**src/rtl/alu_seq32.sv**
```systemverilog
// alu_seq32: 32-bit add/subtract unit that reuses a single 8-bit adder over
// four consecutive cycles, least-significant slice first. Result and flags
// are published together when the last slice completes, with a one-cycle
// done pulse.
module alu_seq32 (
  input  logic        clk,
  input  logic        rst_n,
  input  logic        start,
  input  logic [31:0] a,
  input  logic [31:0] b,
  input  logic        sub,
  output logic        busy,
  output logic        done,
  output logic [31:0] result,
  output logic        cf,
  output logic        of,
  output logic        sf,
  output logic        zf,
  output logic        pf
);

  typedef enum logic {
    IDLE = 1'b0,
    RUN  = 1'b1
  } state_t;

  state_t      state_q, state_d;
  logic [1:0]  cnt_q, cnt_d;
  logic [31:0] a_q, a_d;
  logic [31:0] b_q, b_d;
  logic        sub_q, sub_d;
  logic [31:0] shadow_q, shadow_d;
  logic        carry_q, carry_d;
  logic        done_q, done_d;
  logic [31:0] result_q, result_d;
  logic        cf_q, cf_d;
  logic        of_q, of_d;
  logic        sf_q, sf_d;
  logic        zf_q, zf_d;
  logic        pf_q, pf_d;

  // Slice datapath signals
  logic [7:0]  a_sl;
  logic [7:0]  b_sl;
  logic        cin_sl;
  logic [8:0]  sum_sl;
  logic        c_into_msb;
  logic [31:0] full_res;

  // 8-bit add with carry-in; bit 8 of the return value is the carry-out.
  function automatic logic [8:0] slice_add(input logic [7:0] x,
                                           input logic [7:0] y,
                                           input logic       ci);
    slice_add = {1'b0, x} + {1'b0, y} + {8'b0, ci};
  endfunction

  // Even parity detect: 1 when the byte has an even number of ones.
  function automatic logic even_parity(input logic [7:0] x);
    even_parity = ~(^x);
  endfunction

  // Select the active slice and run it through the shared 8-bit adder.
  always_comb begin
    a_sl       = a_q[{cnt_q, 3'b000} +: 8];
    b_sl       = b_q[{cnt_q, 3'b000} +: 8] ^ {8{sub_q}};
    cin_sl     = (cnt_q == 2'd0) ? sub_q : carry_q;
    sum_sl     = slice_add(a_sl, b_sl, cin_sl);
    // Carry into the top bit of the slice, needed for signed overflow on slice 3.
    c_into_msb = a_sl[7] ^ b_sl[7] ^ sum_sl[7];
    full_res   = {sum_sl[7:0], shadow_q[23:0]};
  end

  // Next-state logic: operand capture, slice sequencing and completion update.
  always_comb begin
    state_d  = state_q;
    cnt_d    = cnt_q;
    a_d      = a_q;
    b_d      = b_q;
    sub_d    = sub_q;
    shadow_d = shadow_q;
    carry_d  = carry_q;
    done_d   = 1'b0;
    result_d = result_q;
    cf_d     = cf_q;
    of_d     = of_q;
    sf_d     = sf_q;
    zf_d     = zf_q;
    pf_d     = pf_q;

    case (state_q)
      IDLE: begin
        if (start) begin
          state_d = RUN;
          cnt_d   = 2'd0;
          a_d     = a;
          b_d     = b;
          sub_d   = sub;
        end
      end
      RUN: begin
        carry_d = sum_sl[8];
        case (cnt_q)
          2'd0:    shadow_d[7:0]   = sum_sl[7:0];
          2'd1:    shadow_d[15:8]  = sum_sl[7:0];
          2'd2:    shadow_d[23:16] = sum_sl[7:0];
          default: shadow_d[31:24] = sum_sl[7:0];
        endcase
        if (cnt_q == 2'd3) begin
          // Last slice: publish result and flags; counter returns to 0 only here.
          state_d  = IDLE;
          cnt_d    = 2'd0;
          done_d   = 1'b1;
          result_d = full_res;
          cf_d     = sum_sl[8] ^ sub_q;
          of_d     = c_into_msb ^ sum_sl[8];
          sf_d     = full_res[31];
          zf_d     = (full_res == 32'd0);
          pf_d     = even_parity(full_res[7:0]);
        end else begin
          cnt_d = cnt_q + 2'd1;
        end
      end
      default: state_d = IDLE;
    endcase
  end

  // State register with synchronous active-low reset clearing everything.
  always_ff @(posedge clk) begin
    if (!rst_n) begin
      state_q  <= IDLE;
      cnt_q    <= 2'd0;
      a_q      <= 32'd0;
      b_q      <= 32'd0;
      sub_q    <= 1'b0;
      shadow_q <= 32'd0;
      carry_q  <= 1'b0;
      done_q   <= 1'b0;
      result_q <= 32'd0;
      cf_q     <= 1'b0;
      of_q     <= 1'b0;
      sf_q     <= 1'b0;
      zf_q     <= 1'b0;
      pf_q     <= 1'b0;
    end else begin
      state_q  <= state_d;
      cnt_q    <= cnt_d;
      a_q      <= a_d;
      b_q      <= b_d;
      sub_q    <= sub_d;
      shadow_q <= shadow_d;
      carry_q  <= carry_d;
      done_q   <= done_d;
      result_q <= result_d;
      cf_q     <= cf_d;
      of_q     <= of_d;
      sf_q     <= sf_d;
      zf_q     <= zf_d;
      pf_q     <= pf_d;
    end
  end

  assign busy   = (state_q == RUN);
  assign done   = done_q;
  assign result = result_q;
  assign cf     = cf_q;
  assign of     = of_q;
  assign sf     = sf_q;
  assign zf     = zf_q;
  assign pf     = pf_q;

endmodule
```
**config.mk**
```make
export PLATFORM = sky130hd
export DESIGN_NAME = alu_seq32
export DESIGN_NICKNAME = d
export VERILOG_FILES = /design/src/rtl/alu_seq32.sv
export SDC_FILE = /design/constraint.sdc
export NUM_CORES = 1
export LEC_CHECK = 0
export CAP_MARGIN = 5
export CORE_UTILIZATION = 31
export CTS_CLUSTER_DIAMETER = 200
export DETAILED_ROUTE_END_ITERATION = 6
export PLACE_DENSITY_LB_ADDON = 0.3
export SETUP_SLACK_MARGIN = 0.4
export SLEW_MARGIN = 20
export SYNTH_ARGS = -nofsm -noshare
export SYNTH_HDL_FRONTEND = slang
export SYNTH_SLANG_ARGS = --single-unit
```
**constraint.sdc**
```tcl
create_clock -name clk -period 4.4 [get_ports clk]
set_input_delay 1.32 -clock clk [delete_from_list [all_inputs] [get_ports clk]]
set_output_delay 1.32 -clock clk [all_outputs]
set_load 0.01 [all_outputs]
```
==> out/results.txt <==
CTS tree: yes
Final Non-Filler Cells: 929
DR DRC count: 0
Final setup viols: 0
Routed WL per cell: 14.5 um
CTS Hold Bufs: 0
Final TNS setup: 0 ps
Proportion of layout cells with a drive suffix above 1: 9.23%
Tcrit/Tclk final: 75.7%
Xor/xnor share of the synthesized area: 3.25%
Nets: 776
Syn Inst Count: 601
Initial drt markers: 251
Routed WL: 13.5 mm
Mapped cell area: 5580 um^2
Final WS setup: 1070 ps
Hold path cells: 2
Placed Cells: 897
CTS resizes: 0
Clk_lat worst skew: 420 ps
Post-detail-place hpwl: 9.89 mm
Status: complete, no violations
Die area: 18500 um^2
Final max-slew violation count: 0
DRT Pass-1 Iters: 4
Complex-gate fraction of the synthesized area: 18.8%
Area grow syn2layout: 33.3%
PwrDens: 416 nW/um^2
Main combinational cell family by area after synthesis: compound AO/OA/AOI/OAI gates
Sequential element share of the synthesized area: 46.7%
HP Class: reg -> reg
Worst setup SP type: flop
Core Region: 17400 um^2
CP required: 4770 ps
LEAKAGE: 2.92 nW
Diode count: 0
Final ANT Viol Nets: 0
Number of setup buffers added after CTS: 0
RSZ-0062 raised after global routing: false
Placed instance area: 6810 um^2
Vias: 4392
Largest net degree at the start of global routing: 99
Max-Cap Viols: 0
Cell depth of the worst flop-to-flop path: 11
Total GRT Usage: 15.5%
Port buffer count: 106
Tmin final: 3330 ps
Area leader, netlist: dfxtp_1
# IOs: 107
Root buf cell: clkbuf_16
Starting Density: 32.0%
Synth Area in Adders: 4.08%
Achievable Freq: 0.300 GHz
Clock transition at path regs: 60 ps
Mapped Nets: 686
Pre-CTS setup slack: 1110 ps
Hold violation count in the final report: 0
Die Ht: 136 um
Antenna violations before repair: 1
Synth Area per Inst: 9.28 um^2
Total chip power: 0.00309 W
Worst vdd ir: 0.292 mV
Synth top area share: 46.7%
CP Class: reg -> reg
H-tree levels: 4
Crit Path Max Fanout: 11
Clock Path Buffers: 2
Synth Area in Simple Gates: 16.6%
Total CTS buffers: 17
Worst-margin pin slew: 811 ps
Die Wd: 136 um
Crit. End Element: flop
Clock Skew: 6.46 ps
Yosys warnings: 0
Final GP Congestion: 0.777
Multiplexer area fraction after synthesis: 6.64%
Row Count: 48
Synth area leaders: dfxtp_1 (47%), nand2_1 (12%), a21boi_0 (9.3%), mux4_2 (6.5%), ha_1 (3.4%)
GRT overflow: 0
Clock Sink Count: 130
Vias in the first global route: 4414
First-pass GRT wire length: 21.8 mm
Final instance area: 7430 um^2
Synth cell types: 42
Synth Register Bits: 130
Worst Path Arrival: 3700 ps
Relative slew slack: 45.9%
Vias per inst: 4.73
[state kept, by name (all words and copies together) (netlist names)]
register / cells
busy: 1
carry_q: 1
zf: 1
of: 1
b_q: 32
result: 32
shadow_q: 24
a_q: 32
cf: 1
cnt_q: 2
pf: 1
sub_q: 1
done: 1
[report_power, final]
group	switching [W]	leakage [nW]	total, W	internal, W
clock	0.000523	0.298	0.00148	0.000958
combinational	0.000185	1.56	0.000353	0.000168
sequential	0.0000307	1.06	0.00126	0.00122
[synth_stat cells, drive strengths merged]
master / instances
xor2: 13
nand4: 1
nor2: 5
ha: 15
and2: 11
fa: 2
dfxtp: 130
a21o: 2
a21boi: 69
o2bb2ai: 1
nand2b: 3
nand4b: 1
a22o: 16
o211a: 13
o21a: 3
inv: 12
o21ai: 28
nand2: 182
xnor2: 6
nand3: 6
a21oi: 4
clkinv: 1
nor4: 4
nor3: 2
and3: 4
a221o: 1
mux2i: 1
a31o: 1
a211oi: 1
o2111a: 1
clkbuf: 26
buf: 16
mux4: 16
nor2b: 4
[path summary, 6_finish.rpt]
kind / from / to / slack, ps
max: cnt_q[1] / zf / 1070
min: result[26] / result[26] / 450
max reg2reg: cnt_q[1] / zf / 1070
min reg2reg: result[26] / result[26] / 450
[critical path, cell delays in order, from the launching register on]
cell,delay [ps]
dfxtp_1,580
buf_4,310
mux4_2,330
inv_1,110
fa_1,200
inv_1,60
fa_1,390
xnor2_1,520
nand2_1,100
nor4_1,340
and3_1,210
a31o_1,140
[layout make-up]
class	count	area, um^2
clock inverter	14	188
sequential	130	2600
multi-input combinational	416	2770
inverter	13	48.8
clock buffer	18	439
timing repair buffer	113	1110
tap	225	282
fill	1694	9980
[cell families after synthesis]
| logic type | after synthesis |
|---|---|
| AO/OA/AOI/OAI | 140 |
| XOR/XNOR | 19 |
| adder cells (fa/ha/maj) | 17 |
| buffers and inverters | 55 |
| flip-flops | 130 |
| multiplexers | 17 |
| AND/OR/NAND/NOR | 223 |
[stage by stage]
stage	util (%)	hold slack, ps
4_1_cts	42.7	454
5_1_grt	42.7	486
3_5_place_dp	39.1	442
2_1_floorplan	-	440
6_report	42.7	451
3_3_place_gp	39.1	440
[placed cells by master (no fill, tap or decap), types with 3 or more instances in the layout]
cell and n:
nor4_1 4, a21oi_1 3, clkdlybuf4s50_1 105, ha_1 15
buf_4 7, nand3_1 5, and2_1 11, clkinvlp_4 4
clkbuf_16 17, o211a_1 13, xor2_1 11, nor2b_1 3
a21boi_0 69, bufinv_16 4, dfxtp_1 130, and3_1 4
inv_1 12, xnor2_1 6, nand2_1 182, nor2_1 4
o21a_1 3, o21ai_0 27, mux4_2 16, a22o_1 16
clkinv_2 4
[routing by layer]
| layer | part of all wire, % | vias up | GRT usage [%] |
|---|---|---|---|
| met2 | 47 | 110 | 25.6 |
| met1 | 47 | 2047 | 18.9 |
| met3 | 4.6 | 16 | 4.44 |
| li1 | - | 2217 | - |
| met5 | 0.096 | - | 0 |
| met4 | 1.2 | 2 | 6.42 |
Power figures use the tool's default switching activity.
==> edit (same settings) <==
Make the reset (`rst_n`) asynchronous in one clocked block. Comments in the files are not updated.
--- a/src/rtl/alu_seq32.sv
+++ b/src/rtl/alu_seq32.sv
@@ -125,7 +125,7 @@
   end
 
   // State register with synchronous active-low reset clearing everything.
-  always_ff @(posedge clk) begin
+  always_ff @(posedge clk or negedge rst_n) begin
     if (!rst_n) begin
       state_q  <= IDLE;
       cnt_q    <= 2'd0;
Check against the original RTL: differs if rst_n is asserted again (counterexample within 4 cycles, from zero or initial values and one cycle with rst_n low); with rst_n held inactive, the same outputs for 10 cycles.
==> edit against the original RTL <==
The run now ends with design-rule violations left; final cell count down 16%; sequential cell count stayed put; design area is 4.2% higher; non-clock buffer count is the same; routed wire length shrank 5.9%; utilization is 0.15 points higher; worst setup slack worse by 160 ps; area after synthesis increased by 3.5%; synthesized cell count down 29%; critical path depth is 1 lower; critical path type unchanged.
Power is left out: the tool's default activity adds up to more than one toggle a clock period on the data nets, which glitch-free logic cannot reach.
==> edit: results <==
metrics = {
    "placed_design": {
        "dpl_cell_area_mm2": 0.00708,
        "gp_congestion": 0.845,
        "dp_hpwl_mm": 9.28,
    },
    "synthesis": {
        "seq_area_frac_synth": 0.564,
        "syn_nets": 509,
        "synthArstFlopShare": 1.00,
        "synthTopCellsByCount": "dfrtp_1 (130), mux2_2 (89), nand2_1 (42)",
        "synthMuxAreaShare": 0.238,
        "ys_types": 40,
        "synth-xor-area-share": 0.0288,
    },
    "drt": {
        "drtPass1Iterations": 6,
        "num_vias": 3691,
        "dr.first_iter.drc_count": 163,
        "drc": 20,
    },
    "outcome": {
        "failed_checks": "design-rule violations",
        "status": "finished with violations",
    },
    "setup_path": {
        "arrival_ps": 3840,
        "critPathMaxFanout": 13,
        "rr_startpoint": "cnt_q[1]$_DFFE_PN0P_",
        "r2r-end": "zf$_DFFE_PN0P_",
        "r2r_cells": 10,
    },
    "sta": {
        "layout_setup_ws_ps": 905,
        "finClkSkew_ps": 11.1,
        "worstMarginPinSlew_ps": 833,
    },
    "global_routing": {
        "grtUsageTotal": 0.143,
        "grt_max_degree": 71,
        "grt_pass1_wl_mm": 21.0,
        "grt_pass1_vias": 3975,
    },
    "layout": {
        "nNetsFinal": 619,
        "nFillCells": 1628,
    },
}
edit: cell type report:
cell class / count / area, um^2 / area share
clock buffers: 20 / 467 / 0.0602
flip-flops and latches: 130 / 3250 / 0.420
well taps: 229 / 287 / 0.0370
clock inverters: 12 / 203 / 0.0262
multi-input cells: 257 / 2370 / 0.306
inverters: 15 / 56.3 / 0.00727
repair buffers: 113 / 1110 / 0.144
edit: critical path: stages, from the launching register on:
cell	delay, ps
dfrtp_1	740
mux4_2	410
xnor2_1	230
fa_1	240
inv_1	60
fa_1	420
xnor2_1	560
and3_1	260
nand4_1	80
and4bb_1	260
a32o_2	160
edit: kinds of logic after synthesis:
kind of cell             after synthesis
buffers and inverters                 37
adder cells (fa/ha/maj)               17
XOR/XNOR                              19
flip-flops                           130
multiplexers                         106
AND/OR/NAND/NOR                       66
AO/OA/AOI/OAI                         49
edit: worst min-delay path by stage:
stage	from	end	slack [ps]
3_5_place_dp	shadow_q[0]$_DFFE_PN0P_	shadow_q[0]$_DFFE_PN0P_	470
6_report	shadow_q[0]$_DFFE_PN0P_	shadow_q[0]$_DFFE_PN0P_	480
3_3_place_gp	result[24]$_DFFE_PN0P_	result[24]$_DFFE_PN0P_	460
2_1_floorplan	shadow_q[0]$_DFFE_PN0P_	shadow_q[0]$_DFFE_PN0P_	450
4_1_cts	result[5]$_DFFE_PN0P_	result[5]$_DFFE_PN0P_	490
5_1_grt	cf$_DFFE_PN0P_	cf$_DFFE_PN0P_	510
edit: layer usage:
layer,share of wire,vias up,wire [um],track usage
li1,-,1722,-,-
met2,0.49,106,6190,0.229
met1,0.44,1847,5580,0.178
met3,0.059,16,750,0.0516
met4,0.014,0,172,0.0509
met5,0,-,0,0
edit: through the flow:
stage | hold slack (ps) | std cells
after floorplan | 450 | 424
after global placement | 462 | 744
after detailed placement | 473 | 744
after CTS | 486 | 776
after global routing | 506 | 776
final | 479 | 776
